File: src/rtl/writeback_collector.sv
// Writeback collector: per-source result FIFOs feeding one round-robin register-file write per cycle.
// Optional WRITEBACK_ZERO_REG_DISCARD_EN: grants to R0 release the tag but suppress the write strobe.
module writeback_collector #(
  parameter int DATABITWIDTH    = 16,
  parameter int TAGBITWIDTH     = 6,
  parameter int REGADDRBITWIDTH = 4,
  parameter int FIFODEPTH       = 2
) (
  input  logic                         clk,
  input  logic                         sync_rst,
  input  logic                         clk_en,
  input  logic [3:0]                   SrcValid,
  output logic [3:0]                   SrcReady,
  input  logic [4*DATABITWIDTH-1:0]    SrcData,
  input  logic [4*REGADDRBITWIDTH-1:0] SrcRegAddr,
  input  logic [4*TAGBITWIDTH-1:0]     SrcTag,
  output logic                         RegWriteEn,
  output logic [REGADDRBITWIDTH-1:0]   RegWriteAddr,
  output logic [DATABITWIDTH-1:0]      RegWriteData,
  output logic                         TagReleaseValid,
  output logic [TAGBITWIDTH-1:0]       TagReleaseOut,
  output logic [1:0]                   WritebackSourceOut,
  output logic                         WritebackCongestionStallOut
);

  localparam int PTRW = (FIFODEPTH > 1) ? $clog2(FIFODEPTH) : 1;
  localparam int CNTW = $clog2(FIFODEPTH + 1);

  typedef struct packed {
    logic [TAGBITWIDTH-1:0]     tag;
    logic [REGADDRBITWIDTH-1:0] addr;
    logic [DATABITWIDTH-1:0]    data;
  } entry_t;

  entry_t            mem_q [4][FIFODEPTH];
  entry_t            src_entry [4];
  logic [PTRW-1:0]   rd_ptr_q [4], rd_ptr_d [4];
  logic [PTRW-1:0]   wr_ptr_q [4], wr_ptr_d [4];
  logic [CNTW-1:0]   count_q [4], count_d [4];
  logic [3:0]        push, pop, head_valid;
  logic [1:0]        rr_ptr_q, rr_ptr_d;
  logic              grant;
  logic [1:0]        grant_idx;
  entry_t            head;

  logic                       reg_we_q, reg_we_d;
  logic [REGADDRBITWIDTH-1:0] reg_addr_q, reg_addr_d;
  logic [DATABITWIDTH-1:0]    reg_data_q, reg_data_d;
  logic                       tag_valid_q, tag_valid_d;
  logic [TAGBITWIDTH-1:0]     tag_q, tag_d;
  logic [1:0]                 src_q, src_d;
  logic                       stall_q, stall_d;

  function automatic logic [PTRW-1:0] wrap_inc(input logic [PTRW-1:0] p);
    return (p == PTRW'(FIFODEPTH - 1)) ? '0 : p + 1'b1;
  endfunction

  always_comb begin
    for (int i = 0; i < 4; i++) begin
      src_entry[i].data = SrcData[i*DATABITWIDTH +: DATABITWIDTH];
      src_entry[i].addr = SrcRegAddr[i*REGADDRBITWIDTH +: REGADDRBITWIDTH];
      src_entry[i].tag  = SrcTag[i*TAGBITWIDTH +: TAGBITWIDTH];
      SrcReady[i]       = clk_en & (count_q[i] != CNTW'(FIFODEPTH));
      push[i]           = SrcValid[i] & SrcReady[i];
      head_valid[i]     = (count_q[i] != '0);
    end
  end

  // Search upward from the slot after the last winner; k = 4 revisits the last winner itself.
  always_comb begin
    grant     = 1'b0;
    grant_idx = rr_ptr_q;
    for (int k = 1; k <= 4; k++) begin
      if (!grant && head_valid[rr_ptr_q + 2'(k)]) begin
        grant     = 1'b1;
        grant_idx = rr_ptr_q + 2'(k);
      end
    end
    head = mem_q[grant_idx][rd_ptr_q[grant_idx]];
  end

  // NOTE: every always_comb output gets a default before any condition, so no path infers a latch.
  always_comb begin
    rr_ptr_d    = rr_ptr_q;
    reg_we_d    = reg_we_q;
    reg_addr_d  = reg_addr_q;
    reg_data_d  = reg_data_q;
    tag_valid_d = tag_valid_q;
    tag_d       = tag_q;
    src_d       = src_q;
    stall_d     = stall_q;
    for (int i = 0; i < 4; i++) begin
      pop[i]      = clk_en & grant & (grant_idx == 2'(i));
      rd_ptr_d[i] = pop[i]  ? wrap_inc(rd_ptr_q[i]) : rd_ptr_q[i];
      wr_ptr_d[i] = push[i] ? wrap_inc(wr_ptr_q[i]) : wr_ptr_q[i];
      count_d[i]  = count_q[i];
      if (push[i] && !pop[i]) begin
        count_d[i] = count_q[i] + 1'b1;
      end else if (pop[i] && !push[i]) begin
        count_d[i] = count_q[i] - 1'b1;
      end
    end
    if (clk_en) begin
`ifdef WRITEBACK_ZERO_REG_DISCARD_EN
      reg_we_d    = grant & (head.addr != '0);
`else
      reg_we_d    = grant;
`endif
      tag_valid_d = grant;
      if (grant) begin
        rr_ptr_d   = grant_idx;
        reg_addr_d = head.addr;
        reg_data_d = head.data;
        tag_d      = head.tag;
        src_d      = grant_idx;
      end
      stall_d = 1'b0;
      for (int i = 0; i < 4; i++) begin
        if (count_d[i] >= CNTW'(FIFODEPTH - 1)) stall_d = 1'b1;
      end
    end
  end

  // NOTE: sequential state uses non-blocking assignments so every flop samples pre-edge values.
  always_ff @(posedge clk or posedge sync_rst) begin
    if (sync_rst) begin
      for (int i = 0; i < 4; i++) begin
        rd_ptr_q[i] <= '0;
        wr_ptr_q[i] <= '0;
        count_q[i]  <= '0;
      end
      rr_ptr_q    <= 2'd3;
      reg_we_q    <= 1'b0;
      reg_addr_q  <= '0;
      reg_data_q  <= '0;
      tag_valid_q <= 1'b0;
      tag_q       <= '0;
      src_q       <= '0;
      stall_q     <= 1'b0;
    end else begin
      for (int i = 0; i < 4; i++) begin
        rd_ptr_q[i] <= rd_ptr_d[i];
        wr_ptr_q[i] <= wr_ptr_d[i];
        count_q[i]  <= count_d[i];
      end
      rr_ptr_q    <= rr_ptr_d;
      reg_we_q    <= reg_we_d;
      reg_addr_q  <= reg_addr_d;
      reg_data_q  <= reg_data_d;
      tag_valid_q <= tag_valid_d;
      tag_q       <= tag_d;
      src_q       <= src_d;
      stall_q     <= stall_d;
    end
  end

  // NOTE: FIFO storage has no reset; the counts alone decide which slots hold live data.
  always_ff @(posedge clk) begin
    for (int i = 0; i < 4; i++) begin
      if (push[i]) mem_q[i][wr_ptr_q[i]] <= src_entry[i];
    end
  end

  assign RegWriteEn                  = reg_we_q;
  assign RegWriteAddr                = reg_addr_q;
  assign RegWriteData                = reg_data_q;
  assign TagReleaseValid             = tag_valid_q;
  assign TagReleaseOut               = tag_q;
  assign WritebackSourceOut          = src_q;
  assign WritebackCongestionStallOut = stall_q;

endmodule

File: config.mk
export PLATFORM = sky130hd
export DESIGN_NAME = writeback_collector
export DESIGN_NICKNAME = d
export VERILOG_FILES = /design/src/rtl/writeback_collector.sv
export SDC_FILE = /design/constraint.sdc
export NUM_CORES = 1
export LEC_CHECK = 0
export BUFFER_PORTS_ARGS = -buffer_cell sky130_fd_sc_hd__buf_2
export CORE_MARGIN = 2
export CORE_UTILIZATION = 55
export CTS_CLUSTER_SIZE = 28
export DETAILED_ROUTE_END_ITERATION = 8
export GPL_TIMING_DRIVEN = 0
export PLACE_DENSITY = 0.77
export SLEW_MARGIN = 20
export SYNTH_ARGS = -nofsm -noshare
export SYNTH_HDL_FRONTEND = slang
export SYNTH_SLANG_ARGS = --single-unit
File: constraint.sdc
create_clock -name clk -period 2.9 [get_ports clk]
set_input_delay 0.725 -clock clk [delete_from_list [all_inputs] [get_ports clk]]
set_output_delay 0.725 -clock clk [all_outputs]
set_load 0.1 [all_outputs]
==> out/results.ini <==
[run_status]
status = complete, no violations

[synthesis]
synth.distinct_cells = 47
syn-num-nets = 772
ys_ff_latch = 256
synth_async_sr_flop_share_pct = 18.8
yosysWarnings = 0
synthCells = 653
synth_edf_count = 208
synthesis.area_sq_um = 10500
avgSynthCellArea_sq_um = 16.1
ys.flop_type = edfxtp_1
yosysSeqAreaShare_pct = 70.9

[floorplan]
rows = 50
fp.coreArea_sq_um = 18700
io_pins = 146
die_area_sq_um = 20200
die_w_um = 142
initial_core_util_pct = 56.2
die_h_um = 142

[sta]
finalCriticalPeriod_ns = 2.82
fin_skew_ns = 0.0143
tns_ns = 0
finalCritPeriodShare_pct = 97.1
timing.final.ws_setup_ns = 0.0848
slew_violations = 0
setup_violations = 0
whs_ns = 0.182
slew_headroom_pct = 47.9
fmax_mhz = 355
tightestPinTransition_ns = 0.782
finalHoldViolCount = 0

[global_routing]
grt_pass1_wl_um = 37700
grt_max_degree = 20
grt_pass1_vias = 6802
antenna_found_initial = 7
grt.overflow.total = 0
grt_use_total_pct = 25.2

[detailed_routing]
detailroute.via_count = 6352
ant_nets = 0
routedWlPerCell_um = 23.1
drtIter0Drc = 568
drc = 0
routed_wl_um = 25200
firstDrtPassIters = 5
avgViaCountPerCell = 5.81

[setup_path]
startpoint = count_q[2]$_DFF_PP0_
cp-end-kind = flop
crit_type = flop to flop
start_kind = flop
critPathMaxFanout = 7
required_ns = 3.32
arrival_ns = 3.23
cpPeakStageDelay_ns = 0.38
crit-reg2reg-launch = count_q[2]$_DFF_PP0_
crit_path_top_delay_cell = or3_1
path_buf_inv = 2
crit_chain = inv_1 > ha_1 > nand4_1 > and2_1 > buf_6 > o221a_2 > maj3_2 > mux2_2 > or3_1 > o32a_1
crit_family = simple AND/OR/NAND/NOR gates

[clock_network]
htreeDepth = 1
cts_tree = built
clk_path_buf_depth = 3
holdBufCountCts = 0
path_clk_slew_ns = 0.06
clock-sinks = 256
cts-root-buf = clkbuf_16
clk_latency_ns = 0.53
cts_buffers = 26

[layout]
drive_gt1_share_pct = 28.3
utilization_pct = 68.3
nets = 955
syn_to_final_growth_pct = 21.5

[placement]
routabilityCongestion = 0.835
dp_hpwl_um = 17300
pre_cts_slack_ns = -0.201
portBuffers = 145

[flow_run]
drv_cap = 0

[min_path]
hold_class = input pin to async pin

-- flip-flops by register name (all words and copies together) (netlist names) --
signal and count:
mem_q 208, RegWriteData 16, count_q 8, TagReleaseOut 6
RegWriteAddr 4, rd_ptr_q 4, wr_ptr_q 4, WritebackSourceOut 2
rr_ptr_q 2, TagReleaseValid 1, WritebackCongestionStallOut 1
-- kinds of logic after synthesis --
| logic type | count (synthesis) | share of synthesized area (%) |
|---|---|---|
| AND/OR/NAND/NOR | 86 | 3.82 |
| flip-flops | 256 | 70.9 |
| AO/OA/AOI/OAI | 53 | 3.20 |
| buffers and inverters | 48 | 2.05 |
| XOR/XNOR | 16 | 1.33 |
| adder cells (fa/ha/maj) | 13 | 1.44 |
| multiplexers | 181 | 17.3 |
-- per-layer routing --
metal	vias up	routed length (um)	global-route usage [%]
met5	-	52	0
met1	3222	10300	32.5
met3	46	1440	4.14
li1	2835	-	-
met2	241	12900	43.8
met4	8	546	8.37
-- metrics by stage --
step                      std cells  area (sq um)
after floorplan                 653         10600
after global placement         1032         11600
after detailed placement       1042         11900
after CTS                      1090         12700
after global routing           1093         12800
final                          1093         12800
-- worst paths after layout --
path	endpoint	slack [ns]	depth (start not counted)
min reg2reg	rd_ptr_q[3]$_DFFE_PP0P_	0.49	1
min	RegWriteData[10]$_DFFE_PP0P_	0.18	2
min in group clk	mem_q[1][46]$_DFFE_PP_	0.38	1
max reg2reg	WritebackCongestionStallOut$_DFFE_PP0P_	0.08	10
max in group asynchronous	rr_ptr_q[0]$_DFFE_PP1P_	2.03	4
max	WritebackCongestionStallOut$_DFFE_PP0P_	0.08	10
-- cell usage after synthesis (all sizes together), types with 3 or more instances --
| master | instances | area [sq um] |
|---|---|---|
| nor2b | 4 | 25.0 |
| and3 | 6 | 37.5 |
| o21ai | 27 | 135 |
| nand2 | 41 | 154 |
| buf | 21 | 114 |
| a21oi | 3 | 15.0 |
| nor2 | 11 | 41.3 |
| xnor2 | 16 | 140 |
| clkbuf | 11 | 41.3 |
| ha | 8 | 100 |
| maj3 | 5 | 51.3 |
| inv | 16 | 60.1 |
| nand3 | 9 | 45.0 |
| and2 | 4 | 25.0 |
| dfrtp | 46 | 1150 |
| mux2i | 179 | 1790 |
| o22ai | 3 | 18.8 |
| edfxtp | 208 | 6250 |
-- placed cells by master (no fill, tap or decap), types with 5 or more instances in the layout --
master | netlist | layout
clkbuf_16 | 0 | 27
buf_6 | 1 | 9
buf_16 | 0 | 8
dfrtp_1 | 46 | 46
ha_1 | 8 | 7
nor2_4 | 0 | 5
edfxtp_1 | 208 | 208
mux2i_1 | 179 | 179
nor2_1 | 11 | 6
inv_1 | 16 | 15
buf_2 | 16 | 152
buf_4 | 2 | 5
clkbuf_1 | 11 | 18
xnor2_1 | 16 | 16
nand2_1 | 41 | 40
o21ai_0 | 27 | 27
nand3_1 | 9 | 7
-- final cells by class --
class | count | area [sq um]
sequential | 256 | 7450
fill | 1238 | 5940
multi-input combinational | 349 | 2940
timing repair buffer | 156 | 993
clock buffer | 40 | 744
tap | 234 | 293
buffer | 31 | 213
clock inverter | 8 | 68.8
inverter | 16 | 60.1
antenna | 3 | 7.51
-- repair_timing --
item / 4_1_cts / 5_1_grt
pin swaps: 0 / 1
endpoints found under the setup margin: 27 / 27
resized for setup: 20 / 15
setup buffers: 0 / 1
Power is left out: the tool's default activity adds up to more than one toggle a clock period on the data nets, which glitch-free logic cannot reach.
